--- config.mk ---
export PLATFORM = sky130hd
export DESIGN_NAME = uart_program_loader_flat
export DESIGN_NICKNAME = d
export VERILOG_FILES = /design/src/rtl/uart_program_loader_if.sv /design/src/rtl/uart_program_loader.sv /design/src/flat_wrapper.sv
export SDC_FILE = /design/constraint.sdc
export NUM_CORES = 1
export LEC_CHECK = 0
export CAP_MARGIN = 20
export CORE_ASPECT_RATIO = 2
export CORE_MARGIN = 2
export CORE_UTILIZATION = 47
export DETAILED_ROUTE_END_ITERATION = 7
export PLACE_DENSITY = 0.69
export SYNTH_ARGS = -nofsm -noshare
export SYNTH_HDL_FRONTEND = slang
export SYNTH_SLANG_ARGS = --single-unit
--- constraint.sdc ---
create_clock -name clk -period 8.1 [get_ports clk]
set_clock_uncertainty 0.15 [all_clocks]
set_input_delay 0.81 -clock clk [delete_from_list [all_inputs] [get_ports clk]]
set_output_delay 0.81 -clock clk [all_outputs]
set_load 0.01 [all_outputs]
--- src/rtl/uart_program_loader_if.sv ---
// rtl/uart_program_loader_if.sv - UART byte input and program-memory write bus of the loader
interface uart_program_loader_if #(
    parameter int WORD_W = 32,
    parameter int ADDR_W = 32
);
    logic [7:0]        rx_data;
    logic              rx_valid;
    logic              mem_clear;
    logic              mem_we;
    logic [ADDR_W-1:0] mem_addr;
    logic [WORD_W-1:0] mem_wdata;

    modport master (
        input  rx_data, rx_valid,
        output mem_clear, mem_we, mem_addr, mem_wdata
    );

    modport slave (
        output rx_data, rx_valid,
        input  mem_clear, mem_we, mem_addr, mem_wdata
    );
endinterface

--- src/rtl/uart_program_loader.sv ---
// rtl/uart_program_loader.sv - UART boot loader writing program memory; optional checksum via LOADER_CHECKSUM_EN
module uart_program_loader #(
    parameter int          WORD_W         = 32,
    parameter int          DEPTH          = 1024,
    parameter int          ADDR_W         = 32,
    parameter logic [63:0] BASE_ADDR      = 64'd0,
    parameter bit          BIG_ENDIAN     = 1'b1,
    parameter int          LEN_BYTES      = 2,
    parameter int          TIMEOUT_CYCLES = 0
) (
    input  logic                  clk,
    input  logic                  rst,
    input  logic                  start_i,
    uart_program_loader_if.master bus,
    output logic                  core_hold_o,
    output logic                  busy_o,
    output logic                  done_o,
    output logic                  error_o,
    output logic [31:0]           words_written_o
);
    localparam int NB = WORD_W / 8;

    typedef enum logic [2:0] {
        S_IDLE,
        S_CLEAR,
        S_HEADER,
        S_DATA,
`ifdef LOADER_CHECKSUM_EN
        S_CHECK,
`endif
        S_DONE,
        S_ERROR
    } state_t;

    state_t            state_q;
    logic [31:0]       len_q, ww_q, tmo_q;
    logic [2:0]        hdr_idx_q;
    logic [3:0]        byte_idx_q;
    logic [WORD_W-1:0] word_q, wdata_q;
    logic [ADDR_W-1:0] addr_q;
    logic              mem_clear_q, mem_we_q, core_hold_q, busy_q, done_q, error_q;
`ifdef LOADER_CHECKSUM_EN
    logic [7:0]        sum_q;
`endif

    logic [WORD_W-1:0] word_d;
    logic [31:0]       len_d;
    logic [ADDR_W-1:0] addr_d;
    logic              tmo_hit;

    // Word/length value after absorbing the current byte, next write address and idle-limit hit
    always_comb begin
        if (BIG_ENDIAN) begin
            word_d = (word_q << 8) | WORD_W'(bus.rx_data);
        end else begin
            word_d = word_q | (WORD_W'(bus.rx_data) << (8 * byte_idx_q));
        end
        len_d   = len_q | (32'(bus.rx_data) << (8 * hdr_idx_q));
        addr_d  = ADDR_W'(BASE_ADDR + 64'(ww_q) * 64'(NB));
        tmo_hit = (TIMEOUT_CYCLES != 0) && (tmo_q + 32'd1 == 32'(TIMEOUT_CYCLES));
    end

    // Session state machine; every output is a register updated on the transition
    always_ff @(posedge clk) begin
        if (rst) begin
            state_q     <= S_IDLE;
            len_q       <= '0;
            ww_q        <= '0;
            tmo_q       <= '0;
            hdr_idx_q   <= '0;
            byte_idx_q  <= '0;
            word_q      <= '0;
            wdata_q     <= '0;
            addr_q      <= '0;
            mem_clear_q <= 1'b0;
            mem_we_q    <= 1'b0;
            core_hold_q <= 1'b0;
            busy_q      <= 1'b0;
            done_q      <= 1'b0;
            error_q     <= 1'b0;
`ifdef LOADER_CHECKSUM_EN
            sum_q       <= '0;
`endif
        end else begin
            mem_clear_q <= 1'b0;
            mem_we_q    <= 1'b0;
            case (state_q)
                S_IDLE: begin
                    if (start_i) begin
                        done_q      <= 1'b0;
                        error_q     <= 1'b0;
                        ww_q        <= '0;
                        len_q       <= '0;
                        tmo_q       <= '0;
                        hdr_idx_q   <= '0;
                        byte_idx_q  <= '0;
                        word_q      <= '0;
`ifdef LOADER_CHECKSUM_EN
                        sum_q       <= '0;
`endif
                        mem_clear_q <= 1'b1;
                        core_hold_q <= 1'b1;
                        busy_q      <= 1'b1;
                        state_q     <= S_CLEAR;
                    end
                end
                S_CLEAR: state_q <= S_HEADER;
                S_HEADER: begin
                    if (bus.rx_valid) begin
                        tmo_q <= '0;
                        len_q <= len_d;
                        if (hdr_idx_q == 3'(LEN_BYTES - 1)) begin
                            if (len_d == 32'd0) begin
                                done_q      <= 1'b1;
                                core_hold_q <= 1'b0;
                                state_q     <= S_DONE;
                            end else if (len_d > 32'(DEPTH)) begin
                                error_q     <= 1'b1;
                                core_hold_q <= 1'b0;
                                state_q     <= S_ERROR;
                            end else begin
                                state_q <= S_DATA;
                            end
                        end else begin
                            hdr_idx_q <= hdr_idx_q + 3'd1;
                        end
                    end else if (hdr_idx_q != 3'd0) begin
                        if (tmo_hit) begin
                            error_q     <= 1'b1;
                            core_hold_q <= 1'b0;
                            state_q     <= S_ERROR;
                        end else begin
                            tmo_q <= tmo_q + 32'd1;
                        end
                    end
                end
                S_DATA: begin
                    if (bus.rx_valid) begin
                        tmo_q <= '0;
`ifdef LOADER_CHECKSUM_EN
                        sum_q <= sum_q + bus.rx_data;
`endif
                        if (byte_idx_q == 4'(NB - 1)) begin
                            mem_we_q   <= 1'b1;
                            wdata_q    <= word_d;
                            addr_q     <= addr_d;
                            ww_q       <= ww_q + 32'd1;
                            word_q     <= '0;
                            byte_idx_q <= '0;
                            if (ww_q + 32'd1 == len_q) begin
`ifdef LOADER_CHECKSUM_EN
                                state_q <= S_CHECK;
`else
                                done_q      <= 1'b1;
                                core_hold_q <= 1'b0;
                                state_q     <= S_DONE;
`endif
                            end
                        end else begin
                            word_q     <= word_d;
                            byte_idx_q <= byte_idx_q + 4'd1;
                        end
                    end else if (tmo_hit) begin
                        error_q     <= 1'b1;
                        core_hold_q <= 1'b0;
                        state_q     <= S_ERROR;
                    end else begin
                        tmo_q <= tmo_q + 32'd1;
                    end
                end
`ifdef LOADER_CHECKSUM_EN
                S_CHECK: begin
                    if (bus.rx_valid) begin
                        core_hold_q <= 1'b0;
                        if (bus.rx_data == sum_q) begin
                            done_q  <= 1'b1;
                            state_q <= S_DONE;
                        end else begin
                            error_q <= 1'b1;
                            state_q <= S_ERROR;
                        end
                    end else if (tmo_hit) begin
                        error_q     <= 1'b1;
                        core_hold_q <= 1'b0;
                        state_q     <= S_ERROR;
                    end else begin
                        tmo_q <= tmo_q + 32'd1;
                    end
                end
`endif
                S_DONE, S_ERROR: begin
                    busy_q  <= 1'b0;
                    state_q <= S_IDLE;
                end
                default: state_q <= S_IDLE;
            endcase
        end
    end

    assign bus.mem_clear   = mem_clear_q;
    assign bus.mem_we      = mem_we_q;
    assign bus.mem_addr    = addr_q;
    assign bus.mem_wdata   = wdata_q;
    assign core_hold_o     = core_hold_q;
    assign busy_o          = busy_q;
    assign done_o          = done_q;
    assign error_o         = error_q;
    assign words_written_o = ww_q;
endmodule

--- src/flat_wrapper.sv ---
// flat-port wrapper written by rule: the top's interface ports become plain ports
module uart_program_loader_flat 
#(
    parameter int          WORD_W         = 32,
    parameter int          DEPTH          = 1024,
    parameter int          ADDR_W         = 32,
    parameter logic [63:0] BASE_ADDR      = 64'd0,
    parameter bit          BIG_ENDIAN     = 1'b1,
    parameter int          LEN_BYTES      = 2,
    parameter int          TIMEOUT_CYCLES = 0
)
  (clk, rst, start_i, core_hold_o, busy_o, done_o, error_o, words_written_o, bus_rx_data, bus_rx_valid, bus_mem_clear, bus_mem_we, bus_mem_addr, bus_mem_wdata);
  uart_program_loader_if #(.WORD_W(WORD_W), .ADDR_W(ADDR_W)) bus_i ();
  input  logic clk;
  input  logic rst;
  input  logic start_i;
  output logic core_hold_o;
  output logic busy_o;
  output logic done_o;
  output logic error_o;
  output logic [31:0] words_written_o;
  input wire logic [$bits(bus_i.rx_data)-1:0] bus_rx_data;
  input wire logic [$bits(bus_i.rx_valid)-1:0] bus_rx_valid;
  output wire logic [$bits(bus_i.mem_clear)-1:0] bus_mem_clear;
  output wire logic [$bits(bus_i.mem_we)-1:0] bus_mem_we;
  output wire logic [$bits(bus_i.mem_addr)-1:0] bus_mem_addr;
  output wire logic [$bits(bus_i.mem_wdata)-1:0] bus_mem_wdata;
  assign bus_i.rx_data = bus_rx_data;
  assign bus_i.rx_valid = bus_rx_valid;
  assign bus_mem_clear = bus_i.mem_clear;
  assign bus_mem_we = bus_i.mem_we;
  assign bus_mem_addr = bus_i.mem_addr;
  assign bus_mem_wdata = bus_i.mem_wdata;
  uart_program_loader #(.WORD_W(WORD_W), .DEPTH(DEPTH), .ADDR_W(ADDR_W), .BASE_ADDR(BASE_ADDR), .BIG_ENDIAN(BIG_ENDIAN), .LEN_BYTES(LEN_BYTES), .TIMEOUT_CYCLES(TIMEOUT_CYCLES)) u_core (.clk(clk), .rst(rst), .start_i(start_i), .bus(bus_i), .core_hold_o(core_hold_o), .busy_o(busy_o), .done_o(done_o), .error_o(error_o), .words_written_o(words_written_o));
endmodule
# After elaboration in Yosys (flattened, before gate mapping)
# Index checks and enable logic that the tools add are counted.
# word_totals
register_bits	166
input_bits	12
out_inout_bits	102
elab_cells	113
# classes
addsub	3
n_lt_le_gt_ge	1
eq_ne	19
n_shift	1
n_mux	51
bitwise	5
n_reduce_logical	19
# ops
operator	n
$mux W32	4
$pmux W32 S2	2
$mux W24	2
$pmux W24 S2	1
$mux W3	11
$add A32 B1 Y32 const B	1
$eq A32 B32 Y1	1
$gt A32 B11 Y1 const B	1
$logic_not A32 Y1	1
$or A32 B32 Y32	1
$or A32 B8 Y32	1
$shl A8 B6 Y32	1
$mux W1	21
$reduce_and A8 Y1	2
$mux W4	3
$pmux W3 S4	1
$reduce_and A6 Y1	2
$ne A2 B1 Y1 const B	5
$ne A2 B2 Y1 const B	5
$reduce_and A3 Y1	3
$pmux W4 S2	1
$reduce_and A4 Y1	2
$eq A3 B1 Y1 const B	2
$eq A3 B2 Y1 const B	2
other kinds (15)	23

# Depth between registers and ports, before layout
# depth
depth_word	8
ltp_mapped	10
depth_no_buf	10

# Worst setup path after synthesis
# No wires, ideal clock.
# synth_timing
kind	input -> register
startpoint	input port bus_rx_valid
endpoint	register u_core.state_q[0]
t_arrival_ns	3.234
required_ns	7.834
slack_ns	4.600
cell_stages	9
cell_sequence	clkbuf_1 -> nand4b_1 -> and3_1 -> nor4_1 -> nand3_1 -> a2111oi_0 -> or4bb_1 -> or4_4 -> a31o_1
# synth_between
elab_chain_len	2
elab_cells_between_ends	3
classes_between	2 x eq/ne; 1 x reduce/logical
# synth_rtl
element	line_no	source
start: declaration	flat_wrapper.sv:23	input wire logic [$bits(bus_i.rx_valid)-1:0] bus_rx_valid;
$ne A2 B2 Y1 (no line)	n/a	
$reduce_and A6 Y1 (no line) (*)	n/a	
end signal: assignment	uart_program_loader.sv:66	state_q <= S_IDLE;
end signal: assignment	uart_program_loader.sv:104	state_q <= S_CLEAR;
end signal: assignment	uart_program_loader.sv:107	S_CLEAR: state_q <= S_HEADER;
end: declaration	uart_program_loader.sv:35	state_t state_q;
# Every way passes the cells marked *; elsewhere a longest branch is shown, timed or not.
# A chain may end at the register's enable or synchronous reset.

# Worst setup path in the final report
# Ends and elaborated chain as after synthesis.

==> summary.txt <==
Max Fanout on Critical Path: 10
share of cells above drive strength 1: 0.0550
Site Rows: 65
Chip Width: 93.6 µm
distinct cell type count after synthesis: 62
Yosys top cell area share: 0.440
Fin. Hold Viols: 0
most common cell after layout, fill and taps aside: nand2_1
fin util: 0.586
Synth Cell Area: 7550 µm²
H-Tree Depth: 4
initial antenna violation count: 0
Pwr Density: 221 nW/µm²
CTS resizes: 0
hold crit path type: flip-flop to flip-flop
critical path class: input port to flip-flop
Tmin final: 3.84 ns
Tightest Pin Transition: 1.02 ns
largest area contributor in the netlist: dfxtp_1
Post-synth EDFFs: 0
Final Setup Violations: 0
GRT Total Usage: 0.257
CTS max path bufs: 2
peak supply drop: 0.201 mV
Setup Total Neg Slack: 0 ns
Synth area leaders: dfxtp_1 44%, nand2_1 11%, a21oi_1 8.7%, nor2_1 3.4%, xnor2_1 3.4%
fin nets: 1040
CTS Sinks: 166
Clk pin slew, worst setup/hold paths: 0.07 ns
Ports: 114
Critical Path Sink Type: flip-flop
drt total wl: 21.3 mm
total CTS buffers: 17
MaxCap Viol Count: 0
DRC viols: 0
Via density: 5.68
DR vias: 7035
commonest non-fill, non-tap cells in the layout: 217 x nand2_1, 166 x dfxtp_1, 130 x a21oi_1
Pre-antenna DRT Iters: 5
post-synthesis instance total: 957
antenna cells: 0
GPL Wtd Cong: 0.955
hold buffers post-CTS: 0
Post-Syn Area per Cell: 7.89 µm²
clock latency on the worst-skew pair: 0.43 ns
sequential fraction of the synthesis area: 0.440
input/output buffers: 111
RSZ-0062 raised after global routing: no
Initial DRC Count: 372
relative max-transition margin: 0.318
crit path DAT: 4.02 ns
hpwl dp: 15.0 mm
status: finished, final reports clean
Post-CTS Setup Repair Bufs: 0
yosys warns: 0
total grt overflow: 0
pin count of the biggest net entering global routing: 74
leakage: 3.13 nW
Worst setup SP type: input port
max frequency: 261 MHz
asr flop ratio synth: 0
period utilisation layout: 0.474
Yosys reg bits: 166
ys flop type: dfxtp_1
Worst EP required: 8.28 ns
area of the core: 15800 µm²
Initial Util: 0.479
vias in the first global route: 6792
CTS tree: built
max-slew violation count: 0
Root Buffer Master: clkbuf_16
WL/cell: 17.2 µm
Die ar.: 17200 µm²
global-route wire length before repair: 34.9 mm
Area growth, synth to finish: 22.5%
ANT nets after route: 0
Die Span Y: 183 µm
==> final cells by class <==
type / count / area [µm²]
repair buffers: 120 / 1180
clock inverters: 15 / 165
fillers: 1500 / 6530
inverters: 10 / 37.5
multi-input cells: 709 / 3860
well taps: 201 / 251
clock buffers: 17 / 425
flip-flops and latches: 166 / 3320
==> through the flow <==
stage               std cells  instance area (µm²)  setup slack [ns]  hold WS [ns]  power, mW
detailed placement       1206                 8660              3.83         0.296       1.25
CTS                      1238                 9250              4.28         0.304       2.06
global placement         1205                 8650              3.84         0.289       1.24
floorplan                 958                 7560              4.60         0.282       1.12
global route             1238                 9250              4.01         0.324       2.13
finish                   1238                 9250              4.26         0.302       2.05
==> power breakdown <==
group	internal, mW	switching, mW	leakage, nW
registers	0.849	0.0474	1.34
logic	0.108	0.231	1.50
clock network	0.460	0.351	0.283
==> final timing paths <==
check / to / start / slack (ns) / depth (start not counted)
max reg2reg: u_core.state_q[0] / u_core.words_written_o[0] / 4.49 / 9
max: u_core.state_q[0] / bus_rx_valid / 4.26 / 9
min reg2reg: u_core.bus.mem_addr[17] / u_core.bus.mem_addr[17] / 0.30 / 2
min: u_core.bus.mem_addr[17] / u_core.bus.mem_addr[17] / 0.30 / 2
==> metal layers <==
metal | track usage | share of wire
met5 | 0 | 0
met4 | 0.150 | 0.050
met3 | 0.0411 | 0.036
met2 | 0.463 | 0.54
met1 | 0.277 | 0.38
==> synth_stat cells (6+ instances only) <==
library cell	count
buf_6	6
dfxtp_1	166
a22o_1	19
xnor2_1	29
clkbuf_1	53
nand3_1	29
o21ai_0	32
nor2_1	68
nand3b_1	6
nor3_1	24
nor4_1	18
buf_4	8
a311oi_1	9
xor2_1	21
nand4_1	7
inv_1	10
a31oi_1	9
and3_1	6
a21oi_1	131
nand2_1	217
==> logic make-up after synthesis <==
group                    share of synthesized area
buffers and inverters                       0.0520
adder cells (fa/ha/maj)                    0.00663
other                                     0.000496
flip-flops                                   0.440
AND/OR/NAND/NOR                              0.255
XOR/XNOR                                    0.0580
AO/OA/AOI/OAI                                0.186
multiplexers                               0.00133
==> worst max-delay path, cell delays in order <==
cell and delay, ns:
clkdlybuf4s50_1 0.72, nand4b_1 0.18, and3_1 0.27, nor4_1 0.28, nand3_1 0.12, a2111oi_0 0.38
or4bb_1 0.43, or4_4 0.60, a31o_1 0.22
==> sequential cells by signal, indices dropped and copies added, names as in the netlist, 3 cells and up <==
register / flops
u_core.bus.mem_wdata: 32
u_core.len_q: 32
u_core.words_written_o: 32
u_core.bus.mem_addr: 30
u_core.word_q: 24
u_core.byte_idx_q: 4
u_core.hdr_idx_q: 3
u_core.state_q: 3
Power figures use the tool's default switching activity.
